`config.mk`:
```
export PLATFORM = sky130hd
export DESIGN_NAME = mult_arbiter
export DESIGN_NICKNAME = d
export VERILOG_FILES = /design/src/rtl/mult_arb_pkg.sv /design/src/rtl/serial_multiplier.sv /design/src/rtl/mult_arbiter.sv
export SDC_FILE = /design/constraint.sdc
export NUM_CORES = 1
export LEC_CHECK = 0
export ABC_CLOCK_PERIOD_IN_PS = 7900
export BUFFER_PORTS_ARGS = -buffer_cell sky130_fd_sc_hd__buf_2
export CELL_PAD_IN_SITES_DETAIL_PLACEMENT = 2
export CELL_PAD_IN_SITES_GLOBAL_PLACEMENT = 2
export CORE_ASPECT_RATIO = 0.5
export CORE_UTILIZATION = 37
export DETAILED_ROUTE_END_ITERATION = 10
export PLACE_DENSITY = 0.84
export SETUP_SLACK_MARGIN = 0.05
export SLEW_MARGIN = 10
export SYNTH_ARGS = -nofsm -noshare
export SYNTH_HDL_FRONTEND = slang
export SYNTH_HIERARCHICAL = 1
export SYNTH_SLANG_ARGS = --single-unit
```
`constraint.sdc`:
```
create_clock -name clk -period 7.9 [get_ports clk]
set_input_delay 0 -clock clk [delete_from_list [all_inputs] [get_ports clk]]
set_output_delay 0 -clock clk [all_outputs]
set_load 0.03 [all_outputs]
```
`src/rtl/mult_arb_pkg.sv`:
```
// Shared types, widths and the round-robin select helper for the
// multiplier arbiter slice.
package mult_arb_pkg;

   localparam int NREQ_DEF = 4;   // default number of requesters
   localparam int NREQ_MAX = 4;   // grant_id is 2 bits wide, so at most 4
   localparam int GRANT_W  = 2;
   localparam int OP_W     = 8;
   localparam int PROD_W   = 16;

   typedef enum logic [1:0] {
      IDLE = 2'd0,
      MUL  = 2'd1,
      RESP = 2'd2
   } state_t;

   // Returns the first valid index found searching upward from ptr,
   // wrapping at n. Returns 0 when nothing is valid; callers gate on
   // |valid themselves.
   function automatic logic [GRANT_W-1:0] rr_select(
      input logic [NREQ_MAX-1:0] valid,
      input logic [GRANT_W-1:0]  ptr,
      input int                  n
   );
      logic [GRANT_W-1:0] sel;
      int                 idx;
      sel = '0;
      // Walk from the farthest candidate back to ptr so the closest
      // valid requester is the last one written and therefore wins.
      for (int k = NREQ_MAX - 1; k >= 0; k--) begin
         if (k < n) begin
            idx = int'(ptr) + k;
            if (idx >= n) idx = idx - n;
            if (valid[idx[GRANT_W-1:0]]) sel = idx[GRANT_W-1:0];
         end
      end
      return sel;
   endfunction

endpackage

```
`src/rtl/serial_multiplier.sv`:
```
// Shared 8x8 unsigned multiplier with a registered 16-bit product and
// one cycle of latency. The product only updates while en is high so it
// holds the last result between operations.
module serial_multiplier
   import mult_arb_pkg::*;
(
   input  logic              clk,
   input  logic              rst,
   input  logic              en,
   input  logic [OP_W-1:0]   a,
   input  logic [OP_W-1:0]   b,
   output logic [PROD_W-1:0] product
);

   // Register the full-width product when enabled.
   // NOTE: sequential state uses <= so every flop samples pre-edge values.
   always_ff @(posedge clk or negedge rst) begin
      if (!rst) product <= '0;
      else if (en) product <= PROD_W'(a) * PROD_W'(b);
   end

endmodule

```
`src/rtl/mult_arbiter.sv`:
```
// Round-robin arbiter granting NREQ requesters access to one shared
// 8x8 multiplier. One operation is in flight at a time:
// IDLE (accept) -> MUL (multiply) -> RESP (hold until consumed).
module mult_arbiter
   import mult_arb_pkg::*;
#(
   parameter int NREQ = NREQ_DEF
) (
   input  logic                 clk,
   input  logic                 rst,
   input  logic [NREQ-1:0]      req_valid,
   input  logic [OP_W*NREQ-1:0] req_a,
   input  logic [OP_W*NREQ-1:0] req_b,
   output logic [NREQ-1:0]      req_ready,
   output logic [NREQ-1:0]      rsp_valid,
   output logic [PROD_W-1:0]    rsp_data,
   input  logic [NREQ-1:0]      rsp_ready,
   output logic                 busy,
   output logic [GRANT_W-1:0]   grant_id
);

   state_t                state;
   logic [GRANT_W-1:0]    ptr;
   logic [GRANT_W-1:0]    winner;
   logic [NREQ-1:0]       winner_oh;
   logic [NREQ_MAX-1:0]   valid_ext;
   logic                  any_valid;
   logic [OP_W-1:0]       op_a;
   logic [OP_W-1:0]       op_b;
   logic [OP_W-1:0]       next_a;
   logic [OP_W-1:0]       next_b;
   logic [PROD_W-1:0]     product;

   // Pick this cycle's round-robin winner and steer its operands.
   // NOTE: every signal gets a default first so no latch is inferred.
   always_comb begin
      valid_ext             = '0;
      valid_ext[NREQ-1:0]   = req_valid;
      any_valid             = |req_valid;
      winner                = rr_select(valid_ext, ptr, NREQ);
      winner_oh             = '0;
      next_a                = '0;
      next_b                = '0;
      for (int i = 0; i < NREQ; i++) begin
         if (winner == GRANT_W'(i)) begin
            winner_oh[i] = 1'b1;
            next_a       = req_a[i*OP_W +: OP_W];
            next_b       = req_b[i*OP_W +: OP_W];
         end
      end
   end

   // Accept strobe is combinational and only offered while idle; it is
   // forced low while reset is held so the reset state is fully quiet.
   assign req_ready = (rst && state == IDLE && any_valid) ? winner_oh : '0;
   assign busy      = (state != IDLE);
   assign rsp_data  = product;

   // Control FSM: grant, operand capture, response hand-off, pointer update.
   always_ff @(posedge clk or negedge rst) begin
      if (!rst) begin
         state     <= IDLE;
         ptr       <= '0;
         grant_id  <= '0;
         op_a      <= '0;
         op_b      <= '0;
         rsp_valid <= '0;
      end else begin
         case (state)
            IDLE: begin
               if (any_valid) begin
                  grant_id <= winner;
                  op_a     <= next_a;
                  op_b     <= next_b;
                  state    <= MUL;
               end
            end
            MUL: begin
               rsp_valid <= NREQ'(1) << grant_id;
               state     <= RESP;
            end
            RESP: begin
               if (rsp_ready[grant_id]) begin
                  rsp_valid <= '0;
                  ptr       <= (grant_id == GRANT_W'(NREQ - 1)) ? '0 : grant_id + 1'b1;
                  state     <= IDLE;
               end
            end
            default: begin
               rsp_valid <= '0;
               state     <= IDLE;
            end
         endcase
      end
   end

   serial_multiplier u_mul (
      .clk     (clk),
      .rst     (rst),
      .en      (state == MUL),
      .a       (op_a),
      .b       (op_b),
      .product (product)
   );

endmodule

```
Word-level counts from Yosys, hierarchy flattened. Index checks and enable logic that the tools add are counted.

$add $sub $neg: 8. Multiply operators: 1. Order comparisons: 9. Eq/ne operators: 8. Shift-type cells: 1. Mux-type cells: 37. Bitwise gates (word level): 1. Reductions and logical operators: 10.

Operators by type and width (count): two-way mux 8 bit (8); two-way mux 2 bit (11); multiplier 8 x 8 -> 16 bit (1); less-than comparator 2 x 3 -> 1 bit, second input constant (5); case mux 4 bit (3 select lines) (1); binary-select mux 1 bit (select 2 bit) (5); >= comparator 3 bit, second input constant (3); two-way mux 1 bit (9); equality test 2 bit, second input constant (4); two-way mux 4 bit (2); AND reduction 2 bit (4); subtractor 2 x 1 -> 2 bit, second input constant (4); adder 2 x 2 -> 3 bit, second input constant (2); case mux 2 bit (3 select lines) (1); equality test 2 x 1 -> 1 bit, second input constant (2); zero test 2 bit (2); != test 2 bit, second input constant (2); OR reduction 4 bit (1); left shift 1 x 2 -> 4 bit, first input constant (1); adder 2 x 1 -> 3 bit, second input constant (1); >= comparator 2 x 3 -> 1 bit, second input constant (1); adder 2 x 1 -> 2 bit, second input constant (1); logical AND 1 bit (2); nonzero test 2 bit (1); NOT 1 bit (1).

Register bits after elaboration: 42. Bits of input ports: 74. Output and inout port bits: 27. Word-level logic and storage cells: 82.

Logic depth before layout (Yosys ltp). Gate-level depths: netlist of the first run.

Word-level depth: 14. Depth in mapped cells: 15. Gate-level depth less buffers: 15.

Cells and area by module. The synthesis of the first run kept the hierarchy.

Modules (own cells, without submodules): serial_multiplier (times used 1, cells an instance 279, area an instance 2663.8 um^2, sequential area each 400.4 um^2); mult_arbiter (times used 1, cells an instance 163, area an instance 1685.4 um^2, sequential area each 650.6 um^2).

Least setup slack after synthesis of the first run. OpenSTA, ideal clock, no wires.

Path type: reg-to-reg. Start point: register op_b[4]. End point: register u_mul.product[14]. Setup time: 125 ps. Arrival: 3982 ps. Required time: 7775 ps. Slack: 3794 ps. Stages on the path, launching flop included: 16. Path buffers: 0. Period minus slack after synthesis: 4106 ps. Path through: dfrtp_1 -> and2_1 -> fa_1 -> inv_1 -> fa_1 -> inv_1 -> fa_1 -> inv_1 -> fa_1 -> inv_1 -> ha_1 -> o211ai_1 -> o211ai_2 -> a31oi_1 -> xnor2_1 -> mux2_2.

Word-level cells in the longest chain between the ends: 1.

RTL lines: start, declared (line mult_arbiter.sv:29) `logic [OP_W-1:0] op_b;`; start signal, assigned (line mult_arbiter.sv:74) `op_b <= next_b;`; multiplier 8 x 8 -> 16 bit (line serial_multiplier.sv:19) `else if (en) product <= PROD_W'(a) * PROD_W'(b);`; end signal, assigned (line serial_multiplier.sv:19); end, declared (line serial_multiplier.sv:12) `output logic [PROD_W-1:0] product`.

No other way between the ends. A chain may end at the register's enable or synchronous reset.

Worst setup path in the final report of the first run.
Start point: register op_a[4]. End point: register u_mul.product[13].

Word-level cells in the longest chain between the ends: 1.

RTL lines: start, declared (line mult_arbiter.sv:28) `logic [OP_W-1:0] op_a;`; start signal, assigned (line mult_arbiter.sv:73) `op_a <= next_a;`; multiplier 8 x 8 -> 16 bit (line serial_multiplier.sv:19).

No other way between the ends.

==> results.py, run 1 <==
metrics = {
    "outcome": {
        "status": "finished clean",
    },
    "synth": {
        "synth-xor-area-share": 0.0181,
        "synth.distinct_cells": 53,
        "synth_ff_type": "dfrtp_1",
        "synth-simple-area-share": 0.160,
        "synth_fp_nets": 592,
        "synth_compound_area_frac": 0.114,
        "syn_inst": 442,
        "synth-adder-area-share": 0.281,
        "yosysWarnings": 6,
        "synth_edf_count": 0,
        "syn_area_per_cell_sq_um": 9.84,
        "synth_top_family_by_area": "adder cells",
        "synth-seq-cells": 42,
        "synthArstFlopShare": 1.00,
        "synth_seq_area_share": 0.242,
        "synth_area_sq_mm": 0.00435,
        "synth.area.mux_share": 0.115,
    },
    "placement": {
        "dpl_cell_area_sq_mm": 0.00499,
        "io_buffers": 100,
        "place_ws_ns": 3.43,
        "gp_congestion": 0.823,
        "hpwl_um": 10800,
    },
    "finish": {
        "final_util": 0.459,
        "n_fill_cell": 1221,
        "design_area_sq_mm": 0.00514,
        "area_growth_pct": 18.3,
        "nets": 689,
        "n_antenna_cell": 0,
        "drive_above_1_share": 0.265,
    },
    "global_route": {
        "grt_busiest_layer": "met2",
        "met3_usage": 0.0453,
        "met1_usage": 0.306,
        "grt_pass1_vias": 4202,
        "overflow": 0,
        "grt_util_met2": 0.446,
        "grt_pass1_wl_um": 22700,
        "antenna_found_initial": 0,
        "grt_use_total": 0.247,
        "grt_max_degree": 45,
    },
    "clock_network": {
        "cts-root-buf": "clkbuf_16",
        "clkSlewWorstSetupHoldPaths_ns": 0.08,
        "clock_latency_ns": 0.30,
        "numCtsBuffers": 5,
        "cts_buffer_depth": 2,
        "cts.sinks": 42,
        "h-tree-depth": 2,
        "cts_tree": "done",
    },
    "sta": {
        "totalNegativeSetupSlack_ns": 0,
        "relSlewSlack": 0.287,
        "hold_viol_final": 0,
        "fin_ws_ns": 3.40,
        "skew_ns": 0.0110,
        "slew_viol_final": 0,
        "period_share": 0.570,
        "min_period_ns": 4.50,
        "fmax_mhz": 222,
        "tightest_slew_ns": 1.07,
        "setup_violations": 0,
        "rsz0062_at_grt": "no",
    },
    "worst_setup_path": {
        "rr_worst_depth": 15,
        "crit-reg2reg-launch": "op_a[4]",
        "endpoint_kind": "flop",
        "startpoint": "op_a[4]",
        "path_max_fanout": 9,
        "worstPathRequired_ns": 8.11,
        "crit_arrival_ns": 4.71,
        "critPathLaunchType": "flop",
        "reg2reg_to": "u_mul/product[13]",
        "reg2reg_slack_ns": 3.40,
        "path_class": "reg -> reg",
    },
    "floorplan": {
        "rows": 27,
        "die-height_um": 78.7,
        "die_width_um": 155,
        "pin_count": 101,
        "initial_utilization": 0.388,
        "dieArea_sq_mm": 0.0122,
        "fp.coreArea_sq_mm": 0.0112,
    },
    "hold_path": {
        "hold_class": "in -> reg",
        "min_delay_path_depth": 3,
        "worstHoldEndpoint": "op_a[7]",
        "min-delay-start": "req_a[15]",
    },
    "routing": {
        "finalWirelength_um": 14100,
        "drc": 0,
        "wire_per_inst_um": 20.1,
        "avgViaCountPerCell": 5.19,
        "vias": 3625,
        "drt_iter0_drc": 113,
        "ant_nets": 0,
        "dr.pass1.iters": 4,
    },
    "job": {
        "maxCapViolCount": 0,
    },
}
## sequential cells by signal, indices dropped and copies added, names as in the netlist
name and cells:
rsp_valid 4, op_b 8, grant_id 2, op_a 8
ptr 2, state 2, u_mul/product 16
## critical path, cell delays in order (launching register included)
cell and delay (ns):
dfrtp_1 0.49, and2_1 0.23, fa_1 0.52, inv_1 0.05
fa_1 0.49, inv_1 0.07, fa_1 0.53, inv_1 0.08
fa_1 0.56, inv_1 0.06, ha_1 0.36, o211ai_1 0.14
a21oi_2 0.20, o2111ai_1 0.18, and3_1 0.23, o31ai_1 0.22
## area by class of cell
cell class | count | area [sq um] | share of cell area
Sequential cell | 42 | 1050 | 0.204
Clock inverter | 3 | 21.3 | 0.00413
Multi-Input combinational cell | 329 | 3000 | 0.583
Timing Repair Buffer | 104 | 533 | 0.104
Tap cell | 159 | 199 | 0.0387
Clock buffer | 5 | 125 | 0.0243
Inverter | 57 | 214 | 0.0416
## cell usage in the layout, fill, tap and decap left out, drive strengths merged, types with 3 or more instances in the layout
| cell | Yosys | routed |
|---|---|---|
| nand2b | 3 | 3 |
| nand2 | 33 | 33 |
| fa | 36 | 36 |
| buf | 10 | 103 |
| clkbuf | 4 | 5 |
| o211ai | 3 | 3 |
| a22o | 4 | 4 |
| o21ai | 8 | 8 |
| dfrtp | 42 | 42 |
| inv | 57 | 57 |
| and2 | 45 | 45 |
| nor3 | 28 | 28 |
| mux2 | 18 | 18 |
| a21oi | 15 | 15 |
| a211o | 11 | 11 |
| ha | 40 | 40 |
| nand3 | 3 | 3 |
| xnor2 | 8 | 8 |
| mux2i | 27 | 27 |
| a311oi | 5 | 5 |
| a21o | 4 | 4 |
| nor2b | 3 | 3 |
| nor2 | 10 | 10 |
## logic make-up (layout without fill, tap and decap cells)
group           Yosys count  count (layout)
simple gates            134             134
fa+ha+maj                76              76
buf+inv                  71             169
compound gates           64              64
mux                      46              46
flops                    42              42
xor+xnor                  9               9
## what timing repair did
| action | 4_1_cts | 5_1_grt |
|---|---|---|
| buffers inserted | 0 | 0 |
| gates resized for setup | 0 | 0 |
| hold buffers | 1 | 0 |
| endpoints found under the hold margin | 42 | 0 |
## cell usage after synthesis, types with 2 or more instances
cell type / count / area, sq um
inv_1: 57 / 214
and2_1: 45 / 282
dfrtp_1: 42 / 1050
ha_1: 40 / 500
fa_1: 36 / 721
nand2_1: 33 / 124
nor3_1: 28 / 140
mux2i_1: 27 / 270
mux2_2: 16 / 180
a21oi_1: 13 / 65.1
a211o_1: 11 / 96.3
nor2_1: 10 / 37.5
xnor2_1: 8 / 70.1
o21ai_0: 7 / 35.0
a311oi_1: 5 / 43.8
a22o_1: 4 / 35.0
buf_2: 4 / 20.0
clkbuf_1: 4 / 15.0
a21o_1: 3 / 22.5
buf_4: 3 / 22.5
buf_6: 3 / 33.8
nand2b_1: 3 / 18.8
nand3_1: 3 / 15.0
nor2b_1: 3 / 18.8
a21oi_2: 2 / 17.5
o211ai_1: 2 / 15.0
o31ai_1: 2 / 15.0
or2_2: 2 / 12.5
or3_1: 2 / 12.5
## per-stage QoR
stage | hold WS, ns | instances
after floorplan | -0.296 | 442
after global placement | 0.116 | 690
after detailed placement | 0.126 | 690
after CTS | 0.0916 | 699
after global routing | 0.100 | 699
final | 0.0813 | 699
## routing by layer
metal	vias to the layer above	routed length, um
li1	1688	-
met1	1840	6260
met2	84	7000
met3	13	607
met4	0	207
met5	-	0
## how the worst max path moves through the flow
stage | end | slack (ns) | cells past startpoint
CTS | u_mul/product[14] | 3.38 | 15
global route | u_mul/product[14] | 3.14 | 15
detailed placement | u_mul/product[12] | 3.43 | 15
finish | u_mul/product[13] | 3.40 | 15
global placement | u_mul/product[14] | 3.62 | 15
floorplan | u_mul/product[14] | 3.79 | 15
Power of run 1 is not shown: default switching activity piles up to over one toggle a cycle in this logic, so the estimate is an artifact.
==> run 2: changes to the inputs <==
--- a/config.mk
+++ b/config.mk
@@ -5,14 +5,14 @@
 export SDC_FILE = /design/constraint.sdc
 export NUM_CORES = 1
 export LEC_CHECK = 0
-export ABC_CLOCK_PERIOD_IN_PS = 7900
+export ABC_CLOCK_PERIOD_IN_PS = 3600
 export BUFFER_PORTS_ARGS = -buffer_cell sky130_fd_sc_hd__buf_2
 export CELL_PAD_IN_SITES_DETAIL_PLACEMENT = 2
 export CELL_PAD_IN_SITES_GLOBAL_PLACEMENT = 2
 export CORE_ASPECT_RATIO = 0.5
-export CORE_UTILIZATION = 37
+export CORE_UTILIZATION = 31
 export DETAILED_ROUTE_END_ITERATION = 10
-export PLACE_DENSITY = 0.84
+export PLACE_DENSITY = 0.74
 export SETUP_SLACK_MARGIN = 0.05
 export SLEW_MARGIN = 10
 export SYNTH_ARGS = -nofsm -noshare
==> constraint.sdc (replaced) <==
create_clock -name clk -period 3.6 [get_ports clk]
set_input_delay 0 -clock clk [delete_from_list [all_inputs] [get_ports clk]]
set_output_delay 0 -clock clk [all_outputs]
set_load 0.03 [all_outputs]
==> results.py, run 2 (same netlist as run 1, synthesis figures left out) <==
metrics = {
    "hold_path": {
        "hold_class": "in -> reg",
        "min_delay_path_depth": 3,
        "worstHoldEndpoint": "op_b[3]",
        "min-delay-start": "req_b[11]",
    },
    "finish": {
        "largest_registers": "u_mul/product x16, op_a x8, op_b x8",
        "nets": 747,
        "area_growth_pct": 37.1,
        "drive_above_1_share": 0.436,
        "largest_reg_flops": 16,
        "layout_commonest_cell": "buf_2",
        "final_cell_mix": "buf_2 (100), buf_4 (51), inv_1 (47)",
        "regMostFlops": "u_mul/product",
        "fin_cells": 790,
        "n_antenna_cell": 0,
        "n_fill_cell": 1466,
    },
    "sta": {
        "min_period_ns": 4.22,
        "fin_ws_ns": -0.616,
        "setup_violations": 10,
        "tightest_slew_ns": 1.09,
        "period_share": 1.17,
        "fmax_mhz": 237,
        "slew_viol_final": 0,
        "skew_ns": 0.00720,
        "totalNegativeSetupSlack_ns": -4.55,
        "rsz0062_at_grt": "yes",
        "hold_viol_final": 0,
        "relSlewSlack": 0.276,
    },
    "worst_setup_path": {
        "reg2reg_to": "u_mul/product[12]",
        "path_class": "reg -> reg",
        "slowest_stage": "fa_1",
        "crit_top_cell": "fa_1",
        "crit_chain": "and2_1 > fa_1 > inv_2 > fa_1 > inv_1 > fa_1 > inv_2 > fa_1 > inv_2 > ha_4 > o211ai_1 > o211ai_2 > a31oi_2 > xnor2_1 > mux2_4",
        "crit_arrival_ns": 4.41,
        "rr_worst_depth": 15,
        "endpoint_kind": "flop",
        "reg2reg_slack_ns": -0.62,
        "critPathLaunchType": "flop",
        "worstPathRequired_ns": 3.79,
        "path_max_fanout": 6,
        "critPathMaxStageDelay_ns": 0.54,
        "crit-reg2reg-launch": "op_b[2]",
    },
    "clock_network": {
        "numCtsBuffers": 5,
        "cts_tree": "done",
        "clkSlewWorstSetupHoldPaths_ns": 0.08,
        "cts_buffer_depth": 2,
        "h-tree-depth": 2,
        "cts.sinks": 42,
        "clock_latency_ns": 0.30,
        "cts-root-buf": "clkbuf_16",
    },
    "global_route": {
        "grt_pass1_wl_um": 25600,
        "grt_max_degree": 45,
        "grt_pass1_vias": 4498,
        "grt_use_total": 0.235,
        "antenna_found_initial": 0,
        "overflow": 0,
    },
    "routing": {
        "dr.pass1.iters": 6,
        "avgViaCountPerCell": 5.03,
        "drc": 0,
        "wire_per_inst_um": 21.7,
        "drt_iter0_drc": 194,
        "ant_nets": 0,
        "vias": 3975,
        "finalWirelength_um": 17100,
    },
    "placement": {
        "io_buffers": 100,
        "gp_congestion": 0.814,
        "place_ws_ns": -0.573,
        "hpwl_um": 11400,
        "place_inst": 763,
    },
    "floorplan": {
        "fp.coreArea_sq_mm": 0.0136,
        "die-height_um": 85.8,
        "initial_utilization": 0.319,
        "dieArea_sq_mm": 0.0145,
        "die_width_um": 170,
        "pin_count": 101,
        "rows": 30,
    },
    "outcome": {
        "violations": "negative setup slack",
        "status": "finished with violations",
    },
    "job": {
        "maxCapViolCount": 0,
    },
}
==> run 2: cell count changes in the layout (fill, tap and decap cells not counted), moves of 8 or more <==
| cell | previous run | this run |
|---|---|---|
| ha_4 | 0 | 9 |
| inv_2 | 0 | 10 |
| dfrtp_1 | 42 | 34 |
| ha_1 | 40 | 31 |
| and2_4 | 0 | 9 |
| buf_6 | 0 | 10 |
| dfrtp_2 | 0 | 8 |
| buf_4 | 3 | 51 |
| inv_1 | 57 | 47 |
| and2_1 | 45 | 36 |
==> run 2: metrics by stage <==
stage	hold slack (ns)	utilization	cell area, sq um
2_1_floorplan	-0.296	-	4410
3_3_place_gp	0.149	0.396	5390
5_1_grt	0.0780	0.438	5960
6_report	0.0642	0.438	5960
3_5_place_dp	0.152	0.396	5390
4_1_cts	0.0584	0.425	5790
==> run 2: routing by layer <==
layer  part of all wire  global-route usage  routed length, um  up-vias
met3              0.030              0.0369                516       31
met4              0.025              0.0688                430        0
met1               0.44               0.288               7590     2036
li1                   -                   -                  -     1810
met2               0.50               0.430               8590       98
met5                  0                   0                  0        -
==> run 2: worst max-delay path: cells and delay by family, from the launching register on <==
| kind | cells | cell delay [ns] |
|---|---|---|
| adder cells (fa/ha/maj) | 5 | 2.29 |
| buffers and inverters | 4 | 0.21 |
| AO/OA/AOI/OAI | 3 | 0.54 |
| AND/OR/NAND/NOR | 1 | 0.21 |
| XOR/XNOR | 1 | 0.14 |
| flip-flops | 1 | 0.46 |
| multiplexers | 1 | 0.25 |
==> run 2: what timing repair did <==
item                                   4_1_cts  5_1_grt
endpoints found under the hold margin       42        0
setup endpoints to repair                   11       11
setup buffers                               12        6
pin swaps                                   18       27
resized for setup                           39       35
hold buffers                                 1        0
==> run 2: worst max-delay path by stage <==
| stage | startpoint | to | slack, ns | cells past startpoint |
|---|---|---|---|---|
| finish | op_b[2] | u_mul/product[12] | -0.62 | 15 |
| global route | op_a[4] | u_mul/product[12] | -0.74 | 15 |
| CTS | op_b[4] | u_mul/product[14] | -0.50 | 15 |
| detailed placement | op_a[4] | u_mul/product[13] | -0.57 | 13 |
| global placement | op_a[3] | u_mul/product[14] | -0.47 | 15 |
| floorplan | op_a[3] | u_mul/product[14] | -0.31 | 15 |
==> run 2: final cells by class <==
class,count,area [sq um],share of cell area
multi-input cells,329,3290,0.552
flip-flops and latches,42,1060,0.178
repair buffers,162,1010,0.169
inverters,57,214,0.0359
clock buffers,5,125,0.0210
clock inverters,3,25.0,0.00420
well taps,192,240,0.0403
Power of run 2 is left out for the same reason.
